==> src/rtl/usb_ep_pkg.sv <==
// Shared encodings for the endpoint array: handshake codes, CPU window bit
// positions and the per-channel state record.
package usb_ep_pkg;

  localparam int MAX_PKT = 64;

  typedef enum logic [1:0] {
    HS_ACK   = 2'b00,
    HS_NONE  = 2'b01,
    HS_NAK   = 2'b10,
    HS_STALL = 2'b11
  } hs_e;

  localparam logic SEL_CTRL = 1'b0;
  localparam logic SEL_LEN  = 1'b1;

  // Read layout of the sel=0 word
  localparam int RB_FULL0   = 0;
  localparam int RB_FULL1   = 1;
  localparam int RB_BANK    = 2;
  localparam int RB_TOGGLE  = 3;
  localparam int RB_STALL   = 4;
  localparam int RB_ENABLE  = 5;
  localparam int RB_PENDING = 6;
  localparam int RB_ISO     = 7;

  // Write layout of the sel=0 word
  localparam int WB_SET_FULL0 = 0;
  localparam int WB_SET_FULL1 = 1;
  localparam int WB_CLR_FULL0 = 2;
  localparam int WB_CLR_FULL1 = 3;
  localparam int WB_SET_STALL = 4;
  localparam int WB_CLR_STALL = 5;
  localparam int WB_CLR_PEND  = 6;
  localparam int WB_LD_TOG    = 7;
  localparam int WB_TOG_VAL   = 8;
  localparam int WB_LD_EN     = 9;
  localparam int WB_EN_VAL    = 10;
  localparam int WB_LD_ISO    = 11;
  localparam int WB_ISO_VAL   = 12;

  typedef struct packed {
    logic [1:0] full;
    logic       bank;
    logic       toggle;
    logic       stall;
    logic       enable;
    logic       pending;
    logic       iso;
    logic [6:0] len0;
    logic [6:0] len1;
  } chan_st_t;

endpackage

==> src/rtl/usb_ep_chan.sv <==
// State of one endpoint direction: double-buffer ownership, toggle, stall,
// enable, pending and lengths. Iso bit exists only with USB_EP_ARRAY_ISO_EN.
module usb_ep_chan
  import usb_ep_pkg::*;
#(
  parameter bit IS_IN = 1'b0
) (
  input  logic        clk_48,
  input  logic        irst,
  input  logic        usb_rst,
  input  logic        upd_i,
  input  logic        setup_i,
  input  logic [6:0]  len_i,
  input  logic        wr_i,
  input  logic        sel_i,
  input  logic [15:0] wr_data_i,
  output chan_st_t    st_o
);

  chan_st_t st_q, st_d;
  logic     ctrl_wr;
  logic     unused_bits;

  assign ctrl_wr = wr_i && (sel_i == SEL_CTRL);

`ifdef USB_EP_ARRAY_ISO_EN
  assign unused_bits = wr_data_i[15];
`else
  assign unused_bits = ^{wr_data_i[15], wr_data_i[12:11]};
`endif

  always_comb begin
    // NOTE: every field starts from its held value, so no path through this block can infer a latch.
    st_d = st_q;
    if (wr_i && (sel_i == SEL_LEN)) begin
      st_d.len0 = wr_data_i[6:0];
      st_d.len1 = wr_data_i[14:8];
    end
    if (ctrl_wr) begin
      if (wr_data_i[WB_SET_FULL0]) st_d.full[0] = 1'b1;
      if (wr_data_i[WB_SET_FULL1]) st_d.full[1] = 1'b1;
      if (wr_data_i[WB_CLR_FULL0]) st_d.full[0] = 1'b0;
      if (wr_data_i[WB_CLR_FULL1]) st_d.full[1] = 1'b0;
      if (wr_data_i[WB_SET_STALL]) st_d.stall = 1'b1;
      if (wr_data_i[WB_CLR_STALL]) st_d.stall = 1'b0;
      if (wr_data_i[WB_LD_TOG])    st_d.toggle = wr_data_i[WB_TOG_VAL];
      if (wr_data_i[WB_LD_EN])     st_d.enable = wr_data_i[WB_EN_VAL];
`ifdef USB_EP_ARRAY_ISO_EN
      if (wr_data_i[WB_LD_ISO])    st_d.iso = wr_data_i[WB_ISO_VAL];
`endif
    end
    // A completed transaction owns the active bank, bank pointer and toggle.
    if (upd_i) begin
      st_d.full[st_q.bank] = ~IS_IN;
      if (!IS_IN) begin
        if (st_q.bank) st_d.len1 = len_i;
        else           st_d.len0 = len_i;
      end
      st_d.bank    = ~st_q.bank;
      st_d.toggle  = st_q.iso ? st_q.toggle : ~st_q.toggle;
      st_d.pending = 1'b1;
    end
    if (ctrl_wr && wr_data_i[WB_CLR_PEND]) st_d.pending = 1'b0;
    if (setup_i) begin
      st_d.toggle = 1'b1;
      st_d.stall  = 1'b0;
    end
    // Bus reset keeps the CPU's configuration and drops all transfer state.
    if (usb_rst) begin
      st_d        = '0;
      st_d.enable = st_q.enable;
      st_d.iso    = st_q.iso;
    end
  end

  // NOTE: state flops take non-blocking assignments so every channel samples the same pre-edge values.
  always_ff @(posedge clk_48 or posedge irst) begin
    if (irst) st_q <= '0;
    else      st_q <= st_d;
  end

  assign st_o = st_q;

endmodule

==> src/rtl/usb_ep_array.sv <==
// USB endpoint controller: 2*NUM_EP channels, byte counter, handshake mux,
// packet-RAM addressing and CPU window. Optional iso via USB_EP_ARRAY_ISO_EN.
module usb_ep_array
  import usb_ep_pkg::*;
#(
  parameter int NUM_EP = 4,
  parameter int EPW    = 2
) (
  input  logic            clk_48,
  input  logic            irst,
  input  logic            usb_rst,
  input  logic            transaction_active,
  input  logic [3:0]      endpoint,
  input  logic            direction_in,
  input  logic            setup,
  input  logic            data_strobe,
  input  logic            success,
  output logic [1:0]      handshake,
  output logic            toggle,
  output logic            bank,
  output logic            in_data_valid,
  output logic [EPW+7:0]  ram_addr,
  output logic            ram_we,
  output logic [6:0]      cnt,
  input  logic [EPW+1:0]  ctrl_addr,
  input  logic            ctrl_wr_strobe,
  input  logic [15:0]     ctrl_wr_data,
  output logic [15:0]     ctrl_rd_data,
  output logic            irq
);

  localparam int NCH = 2 * NUM_EP;
  localparam int CW  = EPW + 1;

  chan_st_t        chan_st [NCH];
  logic [6:0]      cnt_q, cnt_d;
  logic            ep_valid, cpu_valid, sel_dir, sel_iso, cur_full, accept;
  logic [CW-1:0]   sel_idx, cpu_idx;
  hs_e             hs;

  assign ep_valid  = ({1'b0, endpoint} < 5'(NUM_EP));
  assign sel_dir   = direction_in && !setup;
  assign sel_idx   = {endpoint[EPW-1:0], sel_dir};
  assign cpu_idx   = ctrl_addr[EPW+1:1];
  assign cpu_valid = ({1'b0, ctrl_addr[EPW+1:2]} < (EPW+1)'(NUM_EP));
  assign cur_full  = ep_valid && chan_st[sel_idx].full[chan_st[sel_idx].bank];

`ifdef USB_EP_ARRAY_ISO_EN
  assign sel_iso = ep_valid && chan_st[sel_idx].iso;
`else
  assign sel_iso = 1'b0;
`endif

  always_comb begin
    cnt_d = cnt_q;
    if (!transaction_active || usb_rst)             cnt_d = '0;
    else if (data_strobe && (cnt_q < 7'(MAX_PKT)))  cnt_d = cnt_q + 7'd1;
  end

  always_ff @(posedge clk_48 or posedge irst) begin
    if (irst) cnt_q <= '0;
    else      cnt_q <= cnt_d;
  end

  // SETUP to ep0 is always accepted so the host can recover a stalled pipe.
  always_comb begin
    hs = HS_STALL;
    if (!ep_valid || !chan_st[sel_idx].enable)    hs = HS_STALL;
    else if (setup && (endpoint == 4'd0))         hs = HS_ACK;
    else if (chan_st[sel_idx].stall && !setup)    hs = HS_STALL;
    else if (sel_iso)                             hs = HS_NONE;
    else if (!sel_dir)                            hs = cur_full ? HS_NAK : HS_ACK;
    else                                          hs = cur_full ? HS_ACK : HS_NAK;
  end

  assign accept        = (hs == HS_ACK) || (sel_iso && (hs == HS_NONE));
  assign handshake     = hs;
  assign toggle        = ep_valid && chan_st[sel_idx].toggle;
  assign bank          = ep_valid && chan_st[sel_idx].bank;
  assign in_data_valid = sel_dir && cur_full;
  assign cnt           = cnt_q;
  assign ram_addr      = {endpoint[EPW-1:0], sel_dir, bank, cnt_q[5:0]};
  assign ram_we        = data_strobe && !cnt_q[6] && !sel_dir && accept;

  for (genvar g = 0; g < NCH; g++) begin : g_chan
    localparam logic [CW-1:0] IDX = CW'(g);
    logic upd, stp, wr;
    assign upd = success && accept && (sel_idx == IDX);
    assign stp = success && accept && setup && (endpoint[EPW-1:0] == IDX[CW-1:1]);
    assign wr  = ctrl_wr_strobe && cpu_valid && (cpu_idx == IDX);
    usb_ep_chan #(.IS_IN((g % 2) != 0)) u_chan (
      .clk_48    (clk_48),
      .irst      (irst),
      .usb_rst   (usb_rst),
      .upd_i     (upd),
      .setup_i   (stp),
      .len_i     (cnt_q),
      .wr_i      (wr),
      .sel_i     (ctrl_addr[0]),
      .wr_data_i (ctrl_wr_data),
      .st_o      (chan_st[g])
    );
  end

  always_comb begin
    ctrl_rd_data = '0;
    if (cpu_valid) begin
      if (ctrl_addr[0] == SEL_LEN) begin
        ctrl_rd_data = {1'b0, chan_st[cpu_idx].len1, 1'b0, chan_st[cpu_idx].len0};
      end else begin
        ctrl_rd_data[RB_FULL0]   = chan_st[cpu_idx].full[0];
        ctrl_rd_data[RB_FULL1]   = chan_st[cpu_idx].full[1];
        ctrl_rd_data[RB_BANK]    = chan_st[cpu_idx].bank;
        ctrl_rd_data[RB_TOGGLE]  = chan_st[cpu_idx].toggle;
        ctrl_rd_data[RB_STALL]   = chan_st[cpu_idx].stall;
        ctrl_rd_data[RB_ENABLE]  = chan_st[cpu_idx].enable;
        ctrl_rd_data[RB_PENDING] = chan_st[cpu_idx].pending;
        ctrl_rd_data[RB_ISO]     = chan_st[cpu_idx].iso;
      end
    end
  end

  always_comb begin
    irq = 1'b0;
    for (int i = 0; i < NCH; i++) irq |= chan_st[i].pending && chan_st[i].enable;
  end

endmodule
==> config.mk <==
export PLATFORM = sky130hd
export DESIGN_NAME = usb_ep_array
export DESIGN_NICKNAME = d
export VERILOG_FILES = /design/src/rtl/usb_ep_pkg.sv /design/src/rtl/usb_ep_chan.sv /design/src/rtl/usb_ep_array.sv
export SDC_FILE = /design/constraint.sdc
export NUM_CORES = 1
export LEC_CHECK = 0
export ABC_CLOCK_PERIOD_IN_PS = 13000
export CAP_MARGIN = 30
export CORE_MARGIN = 2
export CORE_UTILIZATION = 40
export DETAILED_ROUTE_END_ITERATION = 12
export PLACE_DENSITY = 0.58
export REMOVE_ABC_BUFFERS = 1
export SYNTH_ARGS = -nofsm -noshare
export SYNTH_HDL_FRONTEND = slang
export SYNTH_SLANG_ARGS = --single-unit
==> constraint.sdc <==
create_clock -name clk_48 -period 13 [get_ports clk_48]
set_input_delay 1.95 -clock clk_48 [delete_from_list [all_inputs] [get_ports clk_48]]
set_output_delay 1.95 -clock clk_48 [all_outputs]
set_load 0.01 [all_outputs]
After elaboration in Yosys (flattened, before gate mapping) --
Cells that the tools add are included.
Storage, ports and cells: register bits 175, input bits 33, logic and storage cells 455, output and inout bits 40
Operators by class: magnitude comparators 21, reductions and logical operators 159, bitwise logic cells 39, mux-type cells 153, equal/unequal tests 17, add/subtract/negate cells 1
Operator list (count):
- $mux 22 | 12
- $mux 14 | 12
- $bmux 22 s3 | 2
- $reduce_bool 4->1 | 20
- $mux 7 | 11
- $logic_and 1x1->1 | 73
- $mux 1 | 69
- $reduce_bool 3->1 | 16
- $mux 2 | 22
- $mux 4 | 8
- $reduce_and 2->1 | 16
- $reduce_bool 2->1 | 13
- $eq 3x3->1 const B | 8
- $mux 3 | 8
- $reduce_and 3->1 | 8
- $lt 1x2->1 const B | 9
- $not 1->1 | 18
- $eq 3x2->1 const B | 4
- $and 2x2->2 | 4
- $demux 1 s1 | 8
- $ge 1x1->1 const B | 8
- $ge 4x4->1 const B | 2
- $mux 8 | 1
- $not 2->2 | 4
- other kinds (14) | 34

Logic depth before layout (Yosys ltp) --
Gate-level depths: netlist (run 1).
depth after elaboration 20, gate-level depth with buffers 13, depth with buffers taken out 9

Cells and area by module --
From an unflattened synthesis (run 1), not the netlist that was laid out.
Unflattened totals: cells, all modules 1033, area total of the unflattened synthesis 10309.9 um^2
By module, submodules not included:
- usb_ep_chan at g_chan[0].u_chan ... | cells an instance 111, area an instance 1037.2 um^2, seq. area each 525.5 um^2, instances 4
- usb_ep_chan at g_chan[1].u_chan ... | cells an instance 94, area an instance 928.4 um^2, seq. area each 525.5 um^2, instances 4
- usb_ep_array | cells an instance 213, area an instance 2447.3 um^2, seq. area each 175.2 um^2, instances 1

Least setup slack after synthesis (run 1) --
Ideal clock, no wire load.
path kind input to output, start point input ctrl_addr[2], end point output ctrl_rd_data[0], required time 11050 ps, slack 7023 ps, stages on the path 5, data arrival time 4027 ps, buffers on the path 3, path through clkbuf_1 -> buf_1 -> clkbuf_1 -> mux4_2 -> mux4_2
Between the ends: longest elaborated chain between the ends 5
RTL lines:
- from (decl) | line usb_ep_array.sv:25 | input logic [EPW+1:0] ctrl_addr,
- $not 3->4 (not written as such) | line usb_ep_array.sv:109, usb_ep_array.sv:111
- $bmux 22 s3 | line usb_ep_array.sv:109, usb_ep_array.sv:111
- $mux 22 (2 in a row)
- $mux 8 | line usb_ep_array.sv:108 | if (ctrl_addr[0] == SEL_LEN) begin
- to (decl) | line usb_ep_array.sv:28 | output logic [15:0] ctrl_rd_data,
Every way passes these cells. The select of a mux whose other input is x is not followed.

Final worst setup path (run 1) --
start point input setup, end point output ram_we
Between the ends: longest elaborated chain between the ends 16, elaborated cells on any way between the ends 23, those cells by class 11 x mux; 1 x bitwise; 11 x reduce/logical
RTL lines:
- from (decl) | line usb_ep_array.sv:15 | input logic setup,
- $logic_not 1->1 | line usb_ep_array.sv:42, usb_ep_array.sv:70
- $logic_and 1x1->1 | line usb_ep_array.sv:42 | assign sel_dir = direction_in && !setup;
- $not 3->4 (not written as such) | line usb_ep_array.sv:46, usb_ep_array.sv:68, usb_ep_array.sv:70
- $bmux 22 s3 | line usb_ep_array.sv:46, usb_ep_array.sv:68, usb_ep_array.sv:70
- $mux 22 (not written as such) (2 in a row) | line usb_ep_array.sv:46 | assign cur_full = ep_valid && chan_st[sel_idx].full[chan_st[sel_idx].bank];
- $mux 1 (not written as such) (2 in a row) | line usb_ep_array.sv:46
- $logic_and 1x1->1 | line usb_ep_array.sv:46
- $mux 2, on equally long branches | line usb_ep_array.sv:72, usb_ep_array.sv:73
- $mux 2 | line usb_ep_array.sv:72 | else if (!sel_dir) hs = cur_full ? HS_NAK : HS_ACK;
- $mux 2 | line usb_ep_array.sv:70 | else if (chan_st[sel_idx].stall && !setup) hs = HS_STALL;
- $mux 2 | line usb_ep_array.sv:69 | else if (setup && (endpoint == 4'd0)) hs = HS_ACK;
- $mux 2 | line usb_ep_array.sv:68 | if (!ep_valid || !chan_st[sel_idx].enable) hs = HS_STALL;
- $logic_not 2->1 | line usb_ep_array.sv:76 | assign accept = (hs == HS_ACK) || (sel_iso && (hs == HS_NONE));
- $logic_and 1x1->1 (*) | line usb_ep_array.sv:83 | assign ram_we = data_strobe && !cnt_q[6] && !sel_dir && accept;
- to (decl) | line usb_ep_array.sv:23 | output logic ram_we,
Every way passes the cells marked *; elsewhere a longest branch is shown, timed or not. The select of a mux whose other input is x is not followed.

==> metrics.cfg, run 1 <==
[logic_synthesis]
syn_area_um2 = 10400
synth_ff_type = dfrtp_1
synth_edf_count = 0
synth_seq_cells = 175
ys_top_cells_by_area = dfrtp_1 (42%), mux4_2 (12%), mux2i_1 (6.9%)
ys_warn_count = 0
yosys.area.top_type = dfrtp_1
ys_async_sr_fraction_pct = 100
synthCells = 1004
ys_types = 62
netlist.area_leader.share_pct = 42.3
synth_commonest_cells = dfrtp_1 (175), nand2_1 (144), a21oi_1 (104), nor2_1 (98), mux2i_1 (71)
syn_area_per_cell_um2 = 10.3
yosysSeqAreaShare_pct = 42.3
yosysMostFrequentCell = dfrtp_1

[sta]
setup_viol = 0
setup_tns_ps = 0
finalHoldViolations = 0
rsz0062_at_grt = no
period_share_pct = 62.0
slew_headroom_pct = 29.0
tightest_slew_ps = 1060
drv_slew = 0
fin_crit_ps = 8070
max_freq_mhz = 124
fin_ws_ps = 4930
skew_ps = 19.2

[clocking]
ctsHoldBuffers = 0
h-tree-depth = 4
clock-sinks = 175
cts_resized = 0
clock_latency_ps = 450
cts_max_path_buffers = 2
postCtsSetupRepairBufs = 0
path_clk_slew_ps = 80
cts_made_buffers = 17
cts_root_buf = clkbuf_16
cts_tree = done

[job]
cap_violations = 0

[die]
start_util_pct = 40.9
rows = 58
die_y_um = 165
io-pin-count = 73
fp.coreArea_um2 = 25300
fp.dieArea_um2 = 27200
dieWidth_um = 165

[global_route]
gr-usage-all-layers_pct = 25.1
grt_pass1_vias = 8194
grt_max_degree = 103
grt-ovfl-total = 0
antenna_found_initial = 0
grt_pass1_wl_mm = 50.7

[cells_and_area]
finish.utilization_pct = 46.7
area_growth_pct = 14.1
nFillCells = 2391
n_antenna_cell = 0
nets = 1045
drive_gt1_share_pct = 18.5

[critical_path]
worstSetupPathType = primary input to output port
rrSetupSlack_ps = 9630
critical_path_buf_inv_count = 4
path_delay_family = buffers and inverters
cp-start-kind = primary input
cp_data_required_time_ps = 11050
crit_fanout = 19
ff2ff_path_depth = 8
cp_cell_sequence = clkdlybuf4s50_1 > nand2b_1 > inv_2 > a2111oi_0 > a2111oi_2 > and2_1 > inv_2 > a21oi_1 > and3_1 > clkdlybuf4s50_1
crit_path_start = setup
cp_data_arrival_time_ps = 6120
slowest_delay_ps = 680
reg2reg_to = g_chan[0].u_chan.st_o[0]
r2r_start = g_chan[7].u_chan.st_o[16]
slowest_stage = nand2b_1
cp-end-kind = output port

[drt]
wl_per_cell_um = 23.9
drt-pass1-iter-count = 5
avgViaCountPerCell = 6.02
drc = 0
dr_total_vias = 8149
ant_nets = 0
drt_iter0_markers = 686
routed_wl_mm = 32.4

[min_path]
holdCritStartpoint = g_chan[3].u_chan.st_o[7]
hold-path-endpoint = g_chan[3].u_chan.st_o[7]
hold_class = flip-flop to flip-flop
worstHoldPathCells = 2

[placement]
io_buffer_count = 69
routabilityCongestion = 0.852
place_ws_ps = 5020
dp_hpwl_mm = 20.1

[pwr]
power.density_nw_per_um2 = 103
ir_drop_v = 0.0000649
p_leak_nw = 4.74

[status]
status = finished clean

-- power by group --
group | internal, W | switching [W]
Clock | 0.000260 | 0.000264
Combinational | 0.0000476 | 0.0000786
Sequential | 0.000554 | 0.0000101
Total | 0.000861 | 0.000353
-- per-stage QoR --
stage                     power, W  instance area [um2]  hold slack (ps)  instances
final                      0.00121                11800              520       1354
after global routing       0.00126                11800              542       1354
after CTS                  0.00122                11800              522       1353
after detailed placement  0.000699                11200              511       1321
after global placement    0.000697                11100              507       1318
after floorplan           0.000628                 9890              467        905
-- worst max path at each step --
| stage | to | depth (start not counted) | slack [ps] |
|---|---|---|---|
| after global routing | handshake[1] | 10 | 4620 |
| after detailed placement | ram_we | 10 | 5020 |
| after CTS | ram_we | 10 | 5020 |
| after floorplan | cnt[0] | 1 | 6300 |
| after global placement | ram_we | 10 | 5000 |
| final | ram_we | 10 | 4930 |
-- logic make-up (layout without fill, tap and decap cells) --
family | Yosys count | count (layout) | synth area share (%)
flops | 175 | 175 | 42.3
simple gates | 343 | 343 | 15.4
xor+xnor | 10 | 10 | 0.845
fa+ha+maj | 1 | 1 | 0.121
compound gates | 186 | 186 | 11.6
mux | 176 | 176 | 24.8
other cells | 1 | 2 | 0.0362
buf+inv | 112 | 131 | 5.01
-- layout by cell type, fill, tap and decap left out, types with 5 or more instances in the layout --
cell and n:
nand3_1 9, o21ai_0 5, nand2b_1 6, or2_2 6
clkdlybuf4s50_1 66, clkbuf_16 17, nand4_1 9, mux2_2 43
nand2_1 144, nor2b_1 20, a2111oi_0 10, buf_4 14
nor2_1 94, dfrtp_1 175, inv_1 9, mux4_2 57
xnor2_1 6, a21oi_1 104, nor4_1 8, a221oi_1 6
nor3_1 6, inv_8 6, a211oi_1 26, and2_1 5
nand3b_1 6, a211oi_2 7, mux2i_1 71
-- per-layer routing --
metal  global-route usage, %  up-vias  part of all wire [%]
met1                    35.1     4172                    43
met2                    40.2      302                    48
met5                       0        -                     0
li1                        -     3622                     -
met4                    7.63        0                   2.5
met3                    4.34       53                   6.4
-- worst min-delay path, delay by kind of cell (launching register included) --
family,cells,cell delay (ps)
AND/OR/NAND/NOR,1,50
AO/OA/AOI/OAI,1,50
flip-flops,1,380
-- registers in the layout, summed over array words and instances, names as in the netlist --
name and count:
cnt 7, g_chan.u_chan.st_o 168
-- cell type report --
class                   instances  area (um2)  share of cell area (%)
clock buffers                  17         425                    3.60
clock inverters                15         173                    1.46
inverters                      12        50.0                   0.423
multi-input cells             718        5510                    46.6
flip-flops and latches        175        4380                    37.0
well taps                     330         413                    3.49
repair buffers                 87         881                    7.45
(Power assumes the default switching activity.)
==> inputs of run 2 (changes only) <==
--- a/config.mk
+++ b/config.mk
@@ -5,7 +5,7 @@
 export SDC_FILE = /design/constraint.sdc
 export NUM_CORES = 1
 export LEC_CHECK = 0
-export ABC_CLOCK_PERIOD_IN_PS = 13000
+export ABC_CLOCK_PERIOD_IN_PS = 8100
 export CAP_MARGIN = 30
 export CORE_MARGIN = 2
 export CORE_UTILIZATION = 40
==> constraint.sdc (replaced) <==
create_clock -name clk_48 -period 8.1 [get_ports clk_48]
set_input_delay 1.215 -clock clk_48 [delete_from_list [all_inputs] [get_ports clk_48]]
set_output_delay 1.215 -clock clk_48 [all_outputs]
set_load 0.01 [all_outputs]
==> metrics.cfg, run 2 (synthesis gave the netlist of run 1 again) <==
[sta]
drv_slew = 0  ; unchanged
tightest_slew_ps = 984  ; was 1060 ps
period_share_pct = 82.0
fin_hold_ws_ps = 520  ; about the same
fin_crit_ps = 6640
rsz0062_at_grt = no  ; unchanged
skew_ps = 18.7  ; was 19.2 ps
setup_tns_ps = 0  ; unchanged
setup_viol = 0  ; unchanged
finalHoldViolations = 0  ; unchanged
max_freq_mhz = 151
slew_headroom_pct = 33.9  ; was 29.0%

[critical_path]
cp-end-kind = output port  ; unchanged
cp_data_arrival_time_ps = 5430  ; was 6120 ps
crit_fanout = 19  ; unchanged
cp_data_required_time_ps = 6880  ; was 11050 ps
worstSetupPathType = primary input to output port  ; unchanged
cp-start-kind = primary input  ; unchanged

[pwr]
clkPwrFrac_pct = 42.3  ; was 43.1%
p_switching_w = 0.000539  ; was 0.000353 W
ir_drop_v = 0.000128  ; was 0.0000649 V
comb_power_share_pct = 10.4  ; about the same
swShare_pct = 28.1  ; was 29.1%
p_leak_nw = 4.73  ; was 4.74 nW
power.density_nw_per_um2 = 162  ; was 103 nW/um2
p_seq_share_pct = 47.3  ; was 46.5%
p_int_w = 0.00138  ; was 0.000861 W

[cells_and_area]
layout_common_cells = dfrtp_1 (175), nand2_1 (144), a21oi_1 (104)  ; unchanged
area_growth_pct = 13.8  ; was 14.1%
n_antenna_cell = 0  ; unchanged
nets = 1049  ; was 1045
drive_gt1_share_pct = 18.6  ; was 18.5%
layout_commonest_cell = dfrtp_1  ; unchanged
largest_reg_flops = 168  ; unchanged

[global_route]
grt_pass1_wl_mm = 49.5  ; was 50.7 mm
grt_max_degree = 101  ; was 103
gr-usage-all-layers_pct = 24.7  ; was 25.1%
antenna_found_initial = 0  ; unchanged
grt_pass1_vias = 8053  ; was 8194
grt-ovfl-total = 0  ; unchanged

[die]
rows = 58  ; unchanged
io-pin-count = 73  ; unchanged
die_y_um = 165  ; unchanged
fp.dieArea_um2 = 27200  ; unchanged
dieWidth_um = 165  ; unchanged
start_util_pct = 40.9  ; unchanged
fp.coreArea_um2 = 25300  ; unchanged

[clocking]
h-tree-depth = 4  ; unchanged
clock-sinks = 175  ; unchanged
cts_made_buffers = 17  ; unchanged
cts_root_buf = clkbuf_16  ; unchanged
postCtsSetupRepairBufs = 0  ; unchanged
cts_max_path_buffers = 2  ; unchanged
ctsHoldBuffers = 0  ; unchanged
cts_resized = 0  ; unchanged
clock_latency_ps = 440  ; was 450 ps
cts_tree = done  ; unchanged
path_clk_slew_ps = 80  ; about the same

[drt]
avgViaCountPerCell = 6.02  ; about the same
routed_wl_mm = 32.3  ; was 32.4 mm
drc = 0  ; unchanged
dr_total_vias = 8179  ; was 8149
wl_per_cell_um = 23.8  ; was 23.9 um
drt-pass1-iter-count = 6  ; was 5
ant_nets = 0  ; unchanged
drt_iter0_markers = 727  ; was 686

[status]
status = finished clean  ; unchanged

[job]
cap_violations = 0  ; unchanged

[placement]
dp_hpwl_mm = 20.4  ; was 20.1 mm
routabilityCongestion = 0.861  ; was 0.852
io_buffer_count = 69  ; unchanged

[min_path]
hold_class = flip-flop to flip-flop  ; unchanged

run 2: cell types whose count changed in the layout (fill, tap and decap cells not counted), sizes merged:
cell and change:
clkinv -3, clkbuf +2, buf +4, clkinvlp +3, inv -2
run 2: cell type report:
type	count	area, um2
Fill cell	2379	13500
Multi-Input combinational cell	718	5510
Inverter	12	50.0
Tap cell	330	413
Sequential cell	175	4380
Timing Repair Buffer	91	875
Clock inverter	13	128
Clock buffer	19	443
run 2: path summary, 6_finish.rpt:
kind | startpoint | end | slack, ps | cells past startpoint
max | setup | ram_we | 1460 | 10
min | g_chan[3].u_chan.st_o[5] | g_chan[3].u_chan.st_o[5] | 520 | 2
max reg2reg | g_chan[7].u_chan.st_o[16] | g_chan[0].u_chan.st_o[0] | 4760 | 8
min reg2reg | g_chan[3].u_chan.st_o[5] | g_chan[3].u_chan.st_o[5] | 520 | 2
max in group asynchronous | irst | g_chan[5].u_chan.st_o[13] | 5650 | 3
min in group asynchronous | irst | g_chan[3].u_chan.st_o[7] | 1150 | 2
run 2: stage by stage:
stage / total power (W) / instance area, um2 / utilization, % / instances / setup slack [ps]
floorplan: 0.00101 / 9890 / - / 905 / 2140
global route: 0.00198 / 11800 / 46.6 / 1358 / 1230
detailed placement: 0.00112 / 11200 / 44.3 / 1325 / 1530
finish: 0.00192 / 11800 / 46.6 / 1358 / 1460
CTS: 0.00192 / 11800 / 46.5 / 1357 / 1520
global placement: 0.00112 / 11200 / 44.1 / 1322 / 1640
run 2: critical path, cell delays in order:
cell and delay [ps]:
clkdlybuf4s50_1 640, nand2b_1 680, inv_2 510, a2111oi_0 150, a2111oi_2 430, and2_1 420, inv_2 230, a21oi_1 370
and3_1 240, clkdlybuf4s50_1 540
run 2: power by group through the flow:
stage | registers, W | logic, W | clock network [W]
2_1_floorplan | 0.000916 | 0.0000929 | 0
4_1_cts | 0.000905 | 0.000201 | 0.000817
3_3_place_gp | 0.000922 | 0.000197 | 0
3_5_place_dp | 0.000922 | 0.000200 | 0
5_1_grt | 0.000907 | 0.000216 | 0.000856
6_report | 0.000906 | 0.000200 | 0.000810
run 2: layer usage:
| layer | wire length, um | vias to the layer above | global-route usage (%) | share of wire, % |
|---|---|---|---|---|
| met2 | 15500 | 361 | 40.5 | 48 |
| met4 | 646 | 0 | 6.52 | 2.0 |
| met1 | 13800 | 4141 | 34.2 | 43 |
| met3 | 2390 | 45 | 4.14 | 7.4 |
| li1 | - | 3632 | - | - |
| met5 | 0 | - | 0 | 0 |
